<file path="src/rtl/dmem_port_arbiter_if.sv">
// dmem_port_arbiter_if: bundles the CPU load/store path, the secondary
// requester, the shared memory port and the statistics outputs.
// slave  = arbiter side, master = requesters + memory side.
interface dmem_port_arbiter_if;
   logic        cpu_rd;
   logic        cpu_wr;
   logic        cpu_mmio;
   logic [31:0] cpu_addr;
   logic [31:0] cpu_din;
   logic [3:0]  cpu_wen;
   logic [2:0]  cpu_strctrl;
   logic        cpu_hold;
   logic [31:0] cpu_dout;
   logic        sec_req;
   logic        sec_wr;
   logic [31:0] sec_addr;
   logic [31:0] sec_din;
   logic        sec_gnt;
   logic [31:0] sec_dout;
   logic        sec_dvalid;
   logic        mem_en;
   logic [31:0] mem_addr;
   logic [31:0] mem_din;
   logic [3:0]  mem_wen;
   logic [2:0]  mem_strctrl;
   logic [31:0] mem_dout;
   logic [15:0] stat_hold;
   logic [15:0] stat_sec;

   modport slave (
      input  cpu_rd, cpu_wr, cpu_mmio, cpu_addr, cpu_din, cpu_wen, cpu_strctrl,
      input  sec_req, sec_wr, sec_addr, sec_din, mem_dout,
      output cpu_hold, cpu_dout, sec_gnt, sec_dout, sec_dvalid,
      output mem_en, mem_addr, mem_din, mem_wen, mem_strctrl, stat_hold, stat_sec
   );

   modport master (
      output cpu_rd, cpu_wr, cpu_mmio, cpu_addr, cpu_din, cpu_wen, cpu_strctrl,
      output sec_req, sec_wr, sec_addr, sec_din, mem_dout,
      input  cpu_hold, cpu_dout, sec_gnt, sec_dout, sec_dvalid,
      input  mem_en, mem_addr, mem_din, mem_wen, mem_strctrl, stat_hold, stat_sec
   );
endinterface

</file>
<file path="src/rtl/dmem_port_arbiter.sv">
// dmem_port_arbiter: shares one data-memory port between the CPU and the
// RAS spill/fill engine. CPU has priority; a starvation counter forces a
// secondary grant (stalling the CPU) after STARVE_MAX lost cycles.
// Optional statistics counters are built when DMEM_ARB_STATS_EN is defined.
module dmem_port_arbiter #(
   parameter int unsigned STARVE_MAX  = 8,
   parameter logic [31:0] BASE_OFFSET = 32'h2000
) (
   input logic                 clk,
   input logic                 Rst,
   dmem_port_arbiter_if.slave  bus
);
   typedef enum logic [1:0] {
      OWN_NONE = 2'd0,
      OWN_CPU  = 2'd1,
      OWN_SEC  = 2'd2
   } owner_e;

   localparam logic [7:0] STARVE_LIM = 8'(STARVE_MAX);

   owner_e      owner_s;
   logic        cpu_act_s;
   logic        starve_s;
   logic        sec_gnt_s;
   logic        cpu_hold_s;
   logic [7:0]  cnt_q;
   logic [7:0]  cnt_d;
   logic        rd_pend_q;
   logic        rd_pend_d;
   logic [31:0] sel_addr_s;
   logic [31:0] sel_din_s;
   logic [3:0]  sel_wen_s;
   logic [2:0]  sel_strctrl_s;
   logic        sel_en_s;

   // Pick the owner of the memory port for this cycle.
   always_comb begin
      cpu_act_s = (bus.cpu_rd | bus.cpu_wr) & ~bus.cpu_mmio;
      starve_s  = (cnt_q == STARVE_LIM);
      if (bus.sec_req && (!cpu_act_s || starve_s)) begin
         owner_s = OWN_SEC;
      end else if (cpu_act_s) begin
         owner_s = OWN_CPU;
      end else begin
         owner_s = OWN_NONE;
      end
      sec_gnt_s  = (owner_s == OWN_SEC);
      cpu_hold_s = cpu_act_s & sec_gnt_s;
   end

   // Steer the owner's fields onto the memory port; idle leaves CPU fields on addr/din.
   always_comb begin
      sel_en_s      = 1'b0;
      sel_addr_s    = bus.cpu_addr;
      sel_din_s     = bus.cpu_din;
      sel_wen_s     = 4'b0000;
      sel_strctrl_s = 3'b000;
      case (owner_s)
         OWN_CPU: begin
            sel_en_s      = 1'b1;
            sel_wen_s     = bus.cpu_wen;
            sel_strctrl_s = bus.cpu_strctrl;
         end
         OWN_SEC: begin
            sel_en_s      = 1'b1;
            sel_addr_s    = bus.sec_addr;
            sel_din_s     = bus.sec_din;
            sel_wen_s     = bus.sec_wr ? 4'b1111 : 4'b0000;
            sel_strctrl_s = bus.sec_wr ? 3'b100 : 3'b000;
         end
         default: begin
            sel_en_s = 1'b0;
         end
      endcase
   end

   // Next-state for the starvation counter and the pending secondary read.
   always_comb begin
      if (!bus.sec_req || sec_gnt_s) begin
         cnt_d = 8'd0;
      end else if (cnt_q != STARVE_LIM) begin
         cnt_d = cnt_q + 8'd1;
      end else begin
         cnt_d = cnt_q;
      end
      rd_pend_d = sec_gnt_s & ~bus.sec_wr;
   end

   // Arbitration state registers.
   always_ff @(posedge clk) begin
      if (Rst) begin
         cnt_q     <= 8'd0;
         rd_pend_q <= 1'b0;
      end else begin
         cnt_q     <= cnt_d;
         rd_pend_q <= rd_pend_d;
      end
   end

   assign bus.mem_en      = sel_en_s;
   assign bus.mem_addr    = sel_addr_s - BASE_OFFSET;
   assign bus.mem_din     = sel_din_s;
   assign bus.mem_wen     = sel_wen_s;
   assign bus.mem_strctrl = sel_strctrl_s;
   assign bus.sec_gnt     = sec_gnt_s;
   assign bus.cpu_hold    = cpu_hold_s;
   assign bus.cpu_dout    = bus.mem_dout;
   assign bus.sec_dout    = bus.mem_dout;
   // A read in flight when Rst arrives is dropped rather than delivered.
   assign bus.sec_dvalid  = rd_pend_q & ~Rst;

`ifdef DMEM_ARB_STATS_EN
   logic [15:0] stat_hold_q;
   logic [15:0] stat_hold_d;
   logic [15:0] stat_sec_q;
   logic [15:0] stat_sec_d;

   // Saturating hold/grant event counters.
   always_comb begin
      stat_hold_d = stat_hold_q;
      stat_sec_d  = stat_sec_q;
      if (cpu_hold_s && (stat_hold_q != 16'hFFFF)) begin
         stat_hold_d = stat_hold_q + 16'd1;
      end else begin
         stat_hold_d = stat_hold_q;
      end
      if (sec_gnt_s && (stat_sec_q != 16'hFFFF)) begin
         stat_sec_d = stat_sec_q + 16'd1;
      end else begin
         stat_sec_d = stat_sec_q;
      end
   end

   // Statistics registers.
   always_ff @(posedge clk) begin
      if (Rst) begin
         stat_hold_q <= 16'd0;
         stat_sec_q  <= 16'd0;
      end else begin
         stat_hold_q <= stat_hold_d;
         stat_sec_q  <= stat_sec_d;
      end
   end

   assign bus.stat_hold = stat_hold_q;
   assign bus.stat_sec  = stat_sec_q;
`else
   assign bus.stat_hold = 16'h0;
   assign bus.stat_sec  = 16'h0;
`endif
endmodule
</file>
<file path="src/flat_wrapper.sv">
// flat-port wrapper written by rule: the top's interface ports become plain ports
module dmem_port_arbiter_flat 
#(
   parameter int unsigned STARVE_MAX  = 8,
   parameter logic [31:0] BASE_OFFSET = 32'h2000
)
  (clk, Rst, bus_cpu_rd, bus_cpu_wr, bus_cpu_mmio, bus_cpu_addr, bus_cpu_din, bus_cpu_wen, bus_cpu_strctrl, bus_sec_req, bus_sec_wr, bus_sec_addr, bus_sec_din, bus_mem_dout, bus_cpu_hold, bus_cpu_dout, bus_sec_gnt, bus_sec_dout, bus_sec_dvalid, bus_mem_en, bus_mem_addr, bus_mem_din, bus_mem_wen, bus_mem_strctrl, bus_stat_hold, bus_stat_sec);
  dmem_port_arbiter_if bus_i ();
  input logic clk;
  input logic Rst;
  input wire logic [$bits(bus_i.cpu_rd)-1:0] bus_cpu_rd;
  input wire logic [$bits(bus_i.cpu_wr)-1:0] bus_cpu_wr;
  input wire logic [$bits(bus_i.cpu_mmio)-1:0] bus_cpu_mmio;
  input wire logic [$bits(bus_i.cpu_addr)-1:0] bus_cpu_addr;
  input wire logic [$bits(bus_i.cpu_din)-1:0] bus_cpu_din;
  input wire logic [$bits(bus_i.cpu_wen)-1:0] bus_cpu_wen;
  input wire logic [$bits(bus_i.cpu_strctrl)-1:0] bus_cpu_strctrl;
  input wire logic [$bits(bus_i.sec_req)-1:0] bus_sec_req;
  input wire logic [$bits(bus_i.sec_wr)-1:0] bus_sec_wr;
  input wire logic [$bits(bus_i.sec_addr)-1:0] bus_sec_addr;
  input wire logic [$bits(bus_i.sec_din)-1:0] bus_sec_din;
  input wire logic [$bits(bus_i.mem_dout)-1:0] bus_mem_dout;
  output wire logic [$bits(bus_i.cpu_hold)-1:0] bus_cpu_hold;
  output wire logic [$bits(bus_i.cpu_dout)-1:0] bus_cpu_dout;
  output wire logic [$bits(bus_i.sec_gnt)-1:0] bus_sec_gnt;
  output wire logic [$bits(bus_i.sec_dout)-1:0] bus_sec_dout;
  output wire logic [$bits(bus_i.sec_dvalid)-1:0] bus_sec_dvalid;
  output wire logic [$bits(bus_i.mem_en)-1:0] bus_mem_en;
  output wire logic [$bits(bus_i.mem_addr)-1:0] bus_mem_addr;
  output wire logic [$bits(bus_i.mem_din)-1:0] bus_mem_din;
  output wire logic [$bits(bus_i.mem_wen)-1:0] bus_mem_wen;
  output wire logic [$bits(bus_i.mem_strctrl)-1:0] bus_mem_strctrl;
  output wire logic [$bits(bus_i.stat_hold)-1:0] bus_stat_hold;
  output wire logic [$bits(bus_i.stat_sec)-1:0] bus_stat_sec;
  assign bus_i.cpu_rd = bus_cpu_rd;
  assign bus_i.cpu_wr = bus_cpu_wr;
  assign bus_i.cpu_mmio = bus_cpu_mmio;
  assign bus_i.cpu_addr = bus_cpu_addr;
  assign bus_i.cpu_din = bus_cpu_din;
  assign bus_i.cpu_wen = bus_cpu_wen;
  assign bus_i.cpu_strctrl = bus_cpu_strctrl;
  assign bus_i.sec_req = bus_sec_req;
  assign bus_i.sec_wr = bus_sec_wr;
  assign bus_i.sec_addr = bus_sec_addr;
  assign bus_i.sec_din = bus_sec_din;
  assign bus_i.mem_dout = bus_mem_dout;
  assign bus_cpu_hold = bus_i.cpu_hold;
  assign bus_cpu_dout = bus_i.cpu_dout;
  assign bus_sec_gnt = bus_i.sec_gnt;
  assign bus_sec_dout = bus_i.sec_dout;
  assign bus_sec_dvalid = bus_i.sec_dvalid;
  assign bus_mem_en = bus_i.mem_en;
  assign bus_mem_addr = bus_i.mem_addr;
  assign bus_mem_din = bus_i.mem_din;
  assign bus_mem_wen = bus_i.mem_wen;
  assign bus_mem_strctrl = bus_i.mem_strctrl;
  assign bus_stat_hold = bus_i.stat_hold;
  assign bus_stat_sec = bus_i.stat_sec;
  dmem_port_arbiter #(.STARVE_MAX(STARVE_MAX), .BASE_OFFSET(BASE_OFFSET)) u_core (.clk(clk), .Rst(Rst), .bus(bus_i));
endmodule
</file>
<file path="config.mk">
export PLATFORM = sky130hd
export DESIGN_NAME = dmem_port_arbiter_flat
export DESIGN_NICKNAME = d
export VERILOG_FILES = /design/src/rtl/dmem_port_arbiter_if.sv /design/src/rtl/dmem_port_arbiter.sv /design/src/flat_wrapper.sv
export SDC_FILE = /design/constraint.sdc
export NUM_CORES = 1
export LEC_CHECK = 0
export CAP_MARGIN = 40
export CORE_AREA = 2 2 132 134
export CTS_BUF_LIST = sky130_fd_sc_hd__clkbuf_8
export DETAILED_ROUTE_END_ITERATION = 10
export DIE_AREA = 0 0 134 136
export GPL_TIMING_DRIVEN = 1
export PLACE_DENSITY_LB_ADDON = 0.3
export SLEW_MARGIN = 0
export SYNTH_ARGS = -nofsm -noshare
export SYNTH_HDL_FRONTEND = slang
export SYNTH_SLANG_ARGS = --single-unit
</file>
<file path="constraint.sdc">
create_clock -name clk -period 8.2 [get_ports clk]
set_input_delay 0.82 -clock clk [delete_from_list [all_inputs] [get_ports clk]]
set_output_delay 0.82 -clock clk [all_outputs]
set_load 0.03 [all_outputs]
</file>
== Word-level counts from Yosys, hierarchy flattened ==
Cells that the tools add are included.

* Flip-flop bits (word level): 9
* Latch bits: 0
* RAM bits: 0
* Memory bits (read-only): 0
* Input port bits: 174
* Logic and storage cells: 32
* Memories kept: 0

* Add/subtract/negate cells: 2
* Multiply operators: 0
* Div/mod/pow operators: 0
* Magnitude comparators: 0
* Equality and inequality tests: 4
* Shifts and indexed selects: 0
* Mux-type cells: 9
* Bitwise gates (word level): 8
* Reductions and logical operators: 7

{| class="wikitable"
|+ Operators by type and width
! operator !! number
|-
| two-way mux 32 bit || 2
|-
| subtractor 32 x 14 -> 32 bit (second input constant) || 1
|-
| adder 8 x 1 -> 8 bit (second input constant) || 1
|-
| == test 8 x 4 -> 1 bit (second input constant) || 1
|-
| inequality test 8 x 4 -> 1 bit (second input constant) || 1
|-
| one-hot mux 4 bit (2 select lines) || 1
|-
| one-hot mux 3 bit (2 select lines) || 1
|-
| bitwise AND 1 bit || 4
|-
| two-way mux 4 bit || 1
|-
| OR reduction 2 bit || 2
|-
| two-way mux 3 bit || 1
|-
| NOT 1 bit || 3
|-
| == test 2 x 1 -> 1 bit (second input constant) || 1
|-
| == test 2 bit (second input constant) || 1
|-
| logical NOT 1 bit || 2
|-
| logical OR 1 bit || 2
|-
| two-way mux 1 bit || 2
|-
| two-way mux 2 bit || 1
|-
| logical AND 1 bit || 1
|-
| bitwise OR 1 bit || 1
|}

== Logic depth before layout (Yosys ltp) ==
Gate-level depths: netlist of the first run.

* Word-level depth: 9
* Mapped depth: 14
* Gate-level depth less buffers: 11

== Least setup slack after synthesis of the first run ==
OpenSTA, ideal clock, no wires.

* Path kind: input to output
* From: in bus_cpu_wr
* To: out bus_mem_addr[27]
* Arrival: 3.688 ns
* Slack: 3.692 ns
* Stages: 12
* Path through: o21bai_1 > a22oi_1 > inv_1 > buf_4 > buf_6 > mux2i_1 > ha_1 > clkbuf_8 > nand4_1 > nor4_1 > xnor2_1 > mux2i_1

* Longest elaborated chain between the ends: 9
* Elaborated cells on any way between the ends: 10

{| class="wikitable"
|+ RTL lines
! what !! line !! RTL
|-
| start, declared || flat_wrapper.sv:12 || <nowiki>input wire logic [$bits(bus_i.cpu_wr)-1:0] bus_cpu_wr;</nowiki>
|-
| bitwise OR 1 bit (*) || dmem_port_arbiter.sv:38 || <nowiki>cpu_act_s = (bus.cpu_rd | bus.cpu_wr) & ~bus.cpu_mmio;</nowiki>
|-
| bitwise AND 1 bit (*) || dmem_port_arbiter.sv:38 ||
|-
| logical NOT 1 bit || dmem_port_arbiter.sv:40 || <nowiki>if (bus.sec_req && (!cpu_act_s || starve_s)) begin</nowiki>
|-
| logical OR 1 bit || dmem_port_arbiter.sv:40 ||
|-
| logical AND 1 bit || dmem_port_arbiter.sv:40 ||
|-
| two-way mux 2 bit (*) || dmem_port_arbiter.sv:40 ||
|-
| == test 2 bit (*) || dmem_port_arbiter.sv:58 || <nowiki>case (owner_s)</nowiki>
|-
| two-way mux 32 bit (*) || dmem_port_arbiter.sv:58 ||
|-
| subtractor 32 x 14 -> 32 bit (*) || dmem_port_arbiter.sv:101 || <nowiki>assign bus.mem_addr = sel_addr_s - BASE_OFFSET;</nowiki>
|-
| end, declared || flat_wrapper.sv:29 || <nowiki>output wire logic [$bits(bus_i.mem_addr)-1:0] bus_mem_addr;</nowiki>
|}

Mark *: on every way between the ends. The rest lies on a longest branch, timed or not.

== Worst setup path in the final report of the first run ==
* From: in bus_sec_req
* To: out bus_mem_addr[27]

* Longest elaborated chain between the ends: 5

{| class="wikitable"
|+ RTL lines
! what !! line !! RTL
|-
| start, declared || flat_wrapper.sv:18 || <nowiki>input wire logic [$bits(bus_i.sec_req)-1:0] bus_sec_req;</nowiki>
|-
| logical AND 1 bit || dmem_port_arbiter.sv:40 ||
|-
| two-way mux 2 bit || dmem_port_arbiter.sv:40 ||
|-
| == test 2 bit || dmem_port_arbiter.sv:58 ||
|-
| two-way mux 32 bit || dmem_port_arbiter.sv:58 ||
|-
| subtractor 32 x 14 -> 32 bit || dmem_port_arbiter.sv:101 ||
|}

Every way passes these cells.

==> results of run 1 <==
-- layer usage --
layer  vias to the layer above  share of wire (%)  track usage (%)
li1                       1462                  -                -
met1                      1215                 40             12.6
met2                       196                 47             19.8
met3                        16                 12             4.59
met4                         0                1.1             1.06
met5                         -                  0                0
-- power by group through the flow --
stage                     Clock, uW  Combinational [uW]  Sequential [uW]
final                          50.2                 295             44.5
after global routing           54.7                 315             44.5
after CTS                      52.0                 299             44.5
after detailed placement          0                 297             45.3
after global placement            0                 298             45.3
after floorplan                   0                 216             45.3
-- registers in the layout, indices dropped and copies added (netlist names) --
signal,cells
u_core.cnt_q,8
u_core.rd_pend_q,1
-- per-stage QoR --
step           worst slack, ps  util (%)
2_1_floorplan             3690         -
3_3_place_gp              2820      25.6
3_5_place_dp              2820      25.6
4_1_cts                   2790      25.9
5_1_grt                   2430      25.9
6_report                  2850      25.9
-- logic make-up (layout without fill, tap and decap cells) --
logic type                 after synthesis  count (layout)
and+or+nand+nor                        215             215
AOI/OAI and AO/OA                       17              17
adders and majority gates                3               3
muxes                                   18              18
buffers and inverters                  116             227
DFF                                      9               9
other                                    1              32
xor gates and xnor gates                31              31
-- how the worst min path moves through the flow --
stage | start | endpoint | cells past startpoint
5_1_grt | u_core.cnt_q[0] | u_core.cnt_q[0] | 1
3_5_place_dp | u_core.cnt_q[0] | u_core.cnt_q[0] | 1
4_1_cts | u_core.cnt_q[0] | u_core.cnt_q[0] | 1
3_3_place_gp | u_core.cnt_q[0] | u_core.cnt_q[0] | 1
2_1_floorplan | u_core.cnt_q[0] | u_core.cnt_q[0] | 1
6_report | u_core.cnt_q[0] | u_core.cnt_q[0] | 1
-- Yosys cell counts, types with 2 or more instances --
cell type	n	share of area, %
a21o_1	5	1.5
a21oi_1	2	0.39
and2_1	3	0.73
and3_1	3	0.73
buf_2	6	1.2
buf_4	97	28
buf_6	2	0.88
clkbuf_1	5	0.73
dfxtp_1	9	7.0
ha_1	3	1.5
inv_1	5	0.73
mux2i_1	17	6.6
nand2_1	145	21
nand3_1	5	0.98
nand3b_1	2	0.59
nand4_1	3	0.73
nor2_1	19	2.8
nor3_1	17	3.3
o211ai_1	2	0.59
o21ai_0	4	0.78
or3_1	4	0.98
or4_1	2	0.59
xnor2_1	15	5.1
xor2_1	16	5.5
-- worst max-delay path, stage by stage --
cell and delay, ps:
clkdlybuf4s50_1 520, nor4bb_1 360, a22oi_2 110, inv_2 380, mux2i_1 290, ha_1 510, nand4_1 270, nor4_1 290
xnor2_1 110, mux2i_1 160, clkdlybuf4s50_1 700
-- cell type report --
cell class              instances  area share, %
multi-input cells             316           38.2
inverters                       5          0.429
repair buffers                218           49.8
clock inverters                 1         0.0858
well taps                     225           6.44
flip-flops and latches          9           4.12
clock buffers                   3          0.944
==> qor.csv, run 1 <==
metric,value,unit
status,"finished, final reports clean",
final non-filler cell total,777,
mux cell area share after synthesis,7.08,%
Inst Count DP,773,
Die Area,18200,sq um
worst-case reg-to-reg path depth,6,
Simple-Gate Fraction of Synth Area,36.7,%
first-pass GRT wire length,15.8,mm
total iterations of the first detailed-routing run,4,
CP Launch Point,bus_sec_req,
max_cap viols,0,
number of port buffers,216,
net load switching power,176,uW
Clock Skews,0.574,ps
DRC violations left,0,
final hold slack,453,ps
Clock Power Share,12.9,%
Critical Path RT,7380,ps
number of setup buffers added after CTS,0,
Reg area,180,sq um
"Slew Viols, Final",0,
core box area,16900,sq um
hold buffers post-CTS,0,
library cells used by synthesis,43,
Worst slew margin,47.4,%
synthesized area,2560,sq um
Worst-path clk slew,50,ps
fraction of layout cells with a size suffix above 1,2.54,%
most frequent cells in the layout,"clkdlybuf4s50_1 (216), nand2_1 (145), conb_1 (32)",
design area,4370,sq um
Setup Viol. Count Final,0,
sequential fraction of the synthesis area,7.03,%
Total GRT Usage,11.0,%
CTS tree,built,
Clock Tree Root,clkbuf_8,
largest family of logic cells by synthesized area,simple AND/OR/NAND/NOR gates,
post-route minimum period,5350,ps
CTS H-tree depth,1,
Int Power,213,uW
maximum clock rate,187,MHz
placed cell area,4330,sq um
Switching Share,45.2,%
initial DRC count,101,
CTS sink count,9,
effective utilization at floorplan,15.2,%
"most common cell after layout, fill and taps aside",clkdlybuf4s50_1,
Yosys reg bits,9,
Inserted Diodes,0,
Worst Setup EP,bus_mem_addr[27],
Synth Warn #,0,
final period utilization,65.3,%
clock tree buffer depth,2,
Lkg Pwr,0.00181,uW
power share of the combinational group,75.7,%
async set or reset register ratio after synthesis,0,%
slew at the pin with the worst max-slew slack,790,ps
PwrDens,89.0,nW/um^2
row cnt,48,
post-route ant nets,0,
gpl congestion,0.699,
total CTS buffers,3,
final wirelength,10.9,mm
worst setup path class,input pin to output port,
Post-synth EDFFs,0,
vias in the first global route,2807,
Die W,134,um
worst-skew pair later-pin latency,230,ps
pin count of the biggest net entering global routing,66,
CP Max Fanout,21,
Arrival @ worst endpoint,4530,ps
Layout Nets,730,
xor/xnor share of the synthesized area,10.6,%
critical path capture point type,output port,
"reg-to-reg slack, setup",6360,ps
PnR Total Power,389,uW
Routed WL per cell,14.0,um
"IR drop worst, VDD",0.0758,mV
initial antenna violation count,0,
complex-gate fraction of the synthesized area,4.49,%
Setup TNS,0,ps
Mapped Cells,410,
Synth Area in Adders,1.47,%
final HPWL from detailed placement,9.06,mm
post-CTS resize count,0,
prevailing post-synth register cell,dfxtp_1,
# IOs,345,
fill count,1866,
startpoint class of the critical path,input pin,
Sequential Power Share,11.4,%
final hold viol count,0,
Reg-to-Reg End,u_core.rd_pend_q,
P&R area growth vs syn,70.7,%
die height,136,um
Via density,3.72,
via total after detailed routing,2889,
multi-input logic area,1670,sq um
average size of a mapped cell,6.25,sq um
Hold Path Class,flop to flop,
"Remaining Overflow, GRT",0,
unrepaired setup endpoints after global routing,false,
Crit Reg-Reg Startpoint,u_core.cnt_q[0],
(Power assumes the default switching activity.)
==> inputs of run 2 (changes only) <==
--- a/config.mk
+++ b/config.mk
@@ -6,10 +6,10 @@
 export NUM_CORES = 1
 export LEC_CHECK = 0
 export CAP_MARGIN = 40
-export CORE_AREA = 2 2 132 134
+export CORE_AREA = 2 2 133 135
 export CTS_BUF_LIST = sky130_fd_sc_hd__clkbuf_8
 export DETAILED_ROUTE_END_ITERATION = 10
-export DIE_AREA = 0 0 134 136
+export DIE_AREA = 0 0 135 137
 export GPL_TIMING_DRIVEN = 1
 export PLACE_DENSITY_LB_ADDON = 0.3
 export SLEW_MARGIN = 0
==> constraint.sdc (replaced) <==
create_clock -name clk -period 5.15 [get_ports clk]
set_input_delay 0.515 -clock clk [delete_from_list [all_inputs] [get_ports clk]]
set_output_delay 0.515 -clock clk [all_outputs]
set_load 0.03 [all_outputs]
==> qor.csv, run 2 (same netlist as run 1, synthesis figures left out) <==
metric,value,unit
max reg flops,8,
Top Registers,"u_core.cnt_q x8, u_core.rd_pend_q x1",
Via density,3.74,
critical path capture point type,output port,
"Max stage delay cell, worst path",clkdlybuf4s50_1,
PwrDens,142,nW/um^2
worst-skew pair later-pin latency,230,ps
core box area,17100,sq um
startpoint class of the critical path,input pin,
Lkg Pwr,0.00183,uW
effective utilization at floorplan,15.0,%
# IOs,345,
total CTS buffers,3,
post-route ant nets,0,
gpl congestion,0.742,
CP Depth,10,
"reg-to-reg slack, setup",3340,ps
Critical Path Max Stage Delay,720,ps
Final WS setup,973,ps
number of setup buffers added after CTS,0,
most frequent cells in the layout,"clkdlybuf4s50_1 (214), nand2_1 (145), conb_1 (32)",
max_cap viols,0,
Routed WL per cell,14.0,um
initial antenna violation count,0,
die height,137,um
Layout Nets,732,
Inst Count DP,775,
Place WS,908,ps
"IR drop worst, VDD",0.0765,mV
Top Family by Delay on Critical Path,buffers and inverters,
Die Area,18500,sq um
post-CTS resize count,0,
maximum clock rate,239,MHz
Worst-path clk slew,50,ps
row cnt,48,
fraction of layout cells with a size suffix above 1,3.25,%
Hold Path Class,flop to flop,
"Slew Viols, Final",0,
Critical Path RT,4640,ps
final period utilization,81.1,%
final wirelength,10.9,mm
hold depth,1,
Inserted Diodes,0,
clock tree buffer depth,2,
worst setup path class,input pin to output port,
crit-path cells,clkdlybuf4s50_1 > nor4bb_1 > a22oi_2 > inv_2 > buf_4 > buf_4 > nor3_1 > o211ai_1 > xor2_1 > clkdlybuf4s50_1,
Reg with most FFs,u_core.cnt_q,
CTS sink count,9,
PnR Total Power,625,uW
worst-case reg-to-reg path depth,6,
vias in the first global route,2816,
final hold slack,468,ps
DRC violations left,0,
Arrival @ worst endpoint,3660,ps
final HPWL from detailed placement,9.09,mm
first-pass GRT wire length,15.5,mm
final hold viol count,0,
P&R area growth vs syn,72.1,%
number of port buffers,216,
pin count of the biggest net entering global routing,66,
CTS tree,built,
Worst slew margin,49.4,%
Setup Viol. Count Final,0,
slew at the pin with the worst max-slew slack,759,ps
total iterations of the first detailed-routing run,4,
hold buffers post-CTS,0,
Setup TNS,0,ps
via total after detailed routing,2910,
final non-filler cell total,779,
CTS H-tree depth,1,
initial DRC count,95,
CP Max Fanout,37,
Die W,135,um
post-route minimum period,4180,ps
Clock Skews,2.33,ps
"Remaining Overflow, GRT",0,
"most common cell after layout, fill and taps aside",clkdlybuf4s50_1,
worst path bufs/invs,5,
Clock Tree Root,clkbuf_8,
Total GRT Usage,10.7,%
status,"finished, final reports clean",
fill count,1935,
unrepaired setup endpoints after global routing,false,
==> run 2: path summary, 6_finish.rpt <==
path,from,end
max,bus_sec_req,bus_mem_addr[23]
min,u_core.cnt_q[0],u_core.cnt_q[0]
max reg2reg,u_core.cnt_q[0],u_core.rd_pend_q
min reg2reg,u_core.cnt_q[0],u_core.cnt_q[0]
==> run 2: power by group <==
part / internal [uW] / switching (uW) / total, uW
clock: 51.8 / 26.8 / 78.6
sequential: 70.5 / 0.356 / 70.9
combinational: 221 / 254 / 475
==> run 2: stage by stage <==
step | instance area [sq um] | utilization (%)
floorplan | 2680 | -
global placement | 4360 | 25.6
detailed placement | 4360 | 25.6
CTS | 4410 | 25.8
global route | 4410 | 25.8
finish | 4410 | 25.8
==> run 2: layer usage <==
metal / global-route usage, % / vias up / routed length, um
li1: - / 1470 / -
met5: 0 / - / 0
met4: 2.31 / 0 / 192
met1: 12.5 / 1239 / 4310
met3: 3.52 / 20 / 1170
met2: 19.0 / 181 / 5210
==> run 2: final cells by class <==
class                      instances  area [sq um]  area share, %
timing repair buffer             220          2210           50.2
multi-input combinational        316          1670           37.9
tap                              225           282           6.39
sequential                         9           180           4.09
clock buffer                       3          41.3          0.937
inverter                           5          18.8          0.426
clock inverter                     1          3.75         0.0852
==> inputs of run 3 (changes only) <==
==> constraint.sdc (replaced) <==
create_clock -name clk -period 4.1 [get_ports clk]
set_input_delay 0.41 -clock clk [delete_from_list [all_inputs] [get_ports clk]]
set_output_delay 0.41 -clock clk [all_outputs]
set_load 0.03 [all_outputs]
==> qor.csv, run 3 (same netlist as run 1, synthesis figures left out) <==
metric,value,unit
status,"finished, final reports clean",
Top Registers,"u_core.cnt_q x8, u_core.rd_pend_q x1",
via total after detailed routing,2893,
Inserted Diodes,0,
multi-input logic area,1670,sq um
worst setup path class,input pin to output port,
Reg area,180,sq um
core box area,17100,sq um
Place WS,688,ps
worst-skew pair later-pin latency,230,ps
initial DRC count,66,
"IR drop worst, VDD",0.113,mV
Final WS setup,750,ps
number of port buffers,216,
maximum clock rate,299,MHz
"Max stage delay cell, worst path",clkdlybuf4s50_1,
critical path capture point type,output port,
Die W,135,um
design area,4480,sq um
"Remaining Overflow, GRT",0,
# IOs,345,
total iterations of the first detailed-routing run,4,
total CTS buffers,3,
fill count,1934,
die height,137,um
metal1 wirelength,4.05,mm
Clock Tree Root,clkbuf_8,
Routed WL per cell,13.8,um
Sequential Power Share,11.1,%
"most common cell after layout, fill and taps aside",clkdlybuf4s50_1,
max_cap viols,0,
final wirelength,10.8,mm
first-pass GRT wire length,15.3,mm
CP Max Fanout,64,
power share of the combinational group,76.4,%
Clock Skews,1.16,ps
Via density,3.71,
P&R area growth vs syn,74.7,%
Setup Viol. Count Final,0,
unrepaired setup endpoints after global routing,false,
post-route ant nets,0,
"most used cell, CP",clkdlybuf4s50_1,
Arrival @ worst endpoint,2940,ps
CTS H-tree depth,1,
startpoint class of the critical path,input pin,
Top Family by Delay on Critical Path,buffers and inverters,
vias in the first global route,2830,
Reg with most FFs,u_core.cnt_q,
Critical Path Max Stage Delay,670,ps
Switching Share,44.5,%
Hold Path Class,flop to flop,
effective utilization at floorplan,15.0,%
max layer used,met4,
Worst-path clk slew,40,ps
met2 WL post-DR,5.28,mm
CTS sink count,9,
hold buffers post-CTS,0,
final hold viol count,0,
CTS tree,built,
final HPWL from detailed placement,8.91,mm
Setup TNS,0,ps
most frequent cells in the layout,"clkdlybuf4s50_1 (203), nand2_1 (145), conb_1 (32)",
post-route minimum period,3350,ps
clock tree buffer depth,2,
gpl congestion,0.757,
fraction of layout cells with a size suffix above 1,5.41,%
post-CTS resize count,0,
PwrDens,180,nW/um^2
row cnt,48,
slew at the pin with the worst max-slew slack,740,ps
Die Area,18500,sq um
crit-path cells,clkdlybuf4s50_1 > nor4bb_1 > a22oi_2 > inv_2 > buf_12 > and2_1 > a21o_1 > clkdlybuf4s50_1,
initial antenna violation count,0,
met3 routed WL,1.28,mm
final period utilization,81.7,%
Clock Power Share,12.5,%
placed cell area,4430,sq um
"Slew Viols, Final",0,
Int Power,446,uW
Critical Path RT,3690,ps
Worst slew margin,50.6,%
Layout Nets,733,
Total GRT Usage,10.6,%
number of setup buffers added after CTS,0,
net load switching power,358,uW
DRC violations left,0,
max reg flops,8,
pin count of the biggest net entering global routing,66,
Lkg Pwr,0.00188,uW
worst path bufs/invs,4,
-- run 3: changes by cell type in the layout (fill, tap and decap cells not counted) --
cell             before  now
buf_12                2    9
buf_4                 4    9
clkdlybuf4s50_1     214  203
-- run 3: power by group through the flow --
stage | sequential [uW] | clock [uW] | combinational, uW
after floorplan | 90.5 | 0 | 432
after global placement | 90.6 | 0 | 623
after detailed placement | 90.6 | 0 | 622
after CTS | 89.0 | 104 | 624
after global routing | 88.9 | 111 | 655
final | 89.0 | 101 | 614
-- run 3: layer usage --
metal  GRT usage [%]  vias to the layer above
met3            4.22                       20
met1            11.7                     1216
met5               0                        -
li1                -                     1473
met4            1.97                        0
met2            19.4                      184
-- run 3: layout make-up --
class,count,area share (%)
Tap cell,225,6.29
Sequential cell,9,4.03
Clock buffer,3,0.923
Timing Repair Buffer,221,50.9
Inverter,5,0.419
Clock inverter,1,0.0839
Multi-Input combinational cell,316,37.3
-- run 3: worst register-to-register path, stage by stage (launching register included) --
cell and delay, ps:
dfxtp_1 360, inv_1 60, ha_1 190, nor4b_1 160, a22oi_2 180, buf_4 640
nor3_1 90
-- run 3: path summary, 6_finish.rpt --
kind	cells after the start	start	slack [ps]	to
max reg2reg	6	u_core.cnt_q[0]	2280	u_core.rd_pend_q
min	1	u_core.cnt_q[0]	460	u_core.cnt_q[0]
max	8	bus_sec_req	750	bus_mem_wen[2]
min reg2reg	1	u_core.cnt_q[0]	460	u_core.cnt_q[0]
-- run 3: per-stage QoR --
stage / hold slack [ps] / utilization [%] / power (uW) / std cells
after global routing: 484 / 26.2 / 855 / 780
after CTS: 458 / 26.2 / 818 / 780
after floorplan: 426 / - / 522 / 441
final: 458 / 26.2 / 804 / 780
after detailed placement: 447 / 26.0 / 712 / 776
after global placement: 441 / 26.0 / 714 / 776
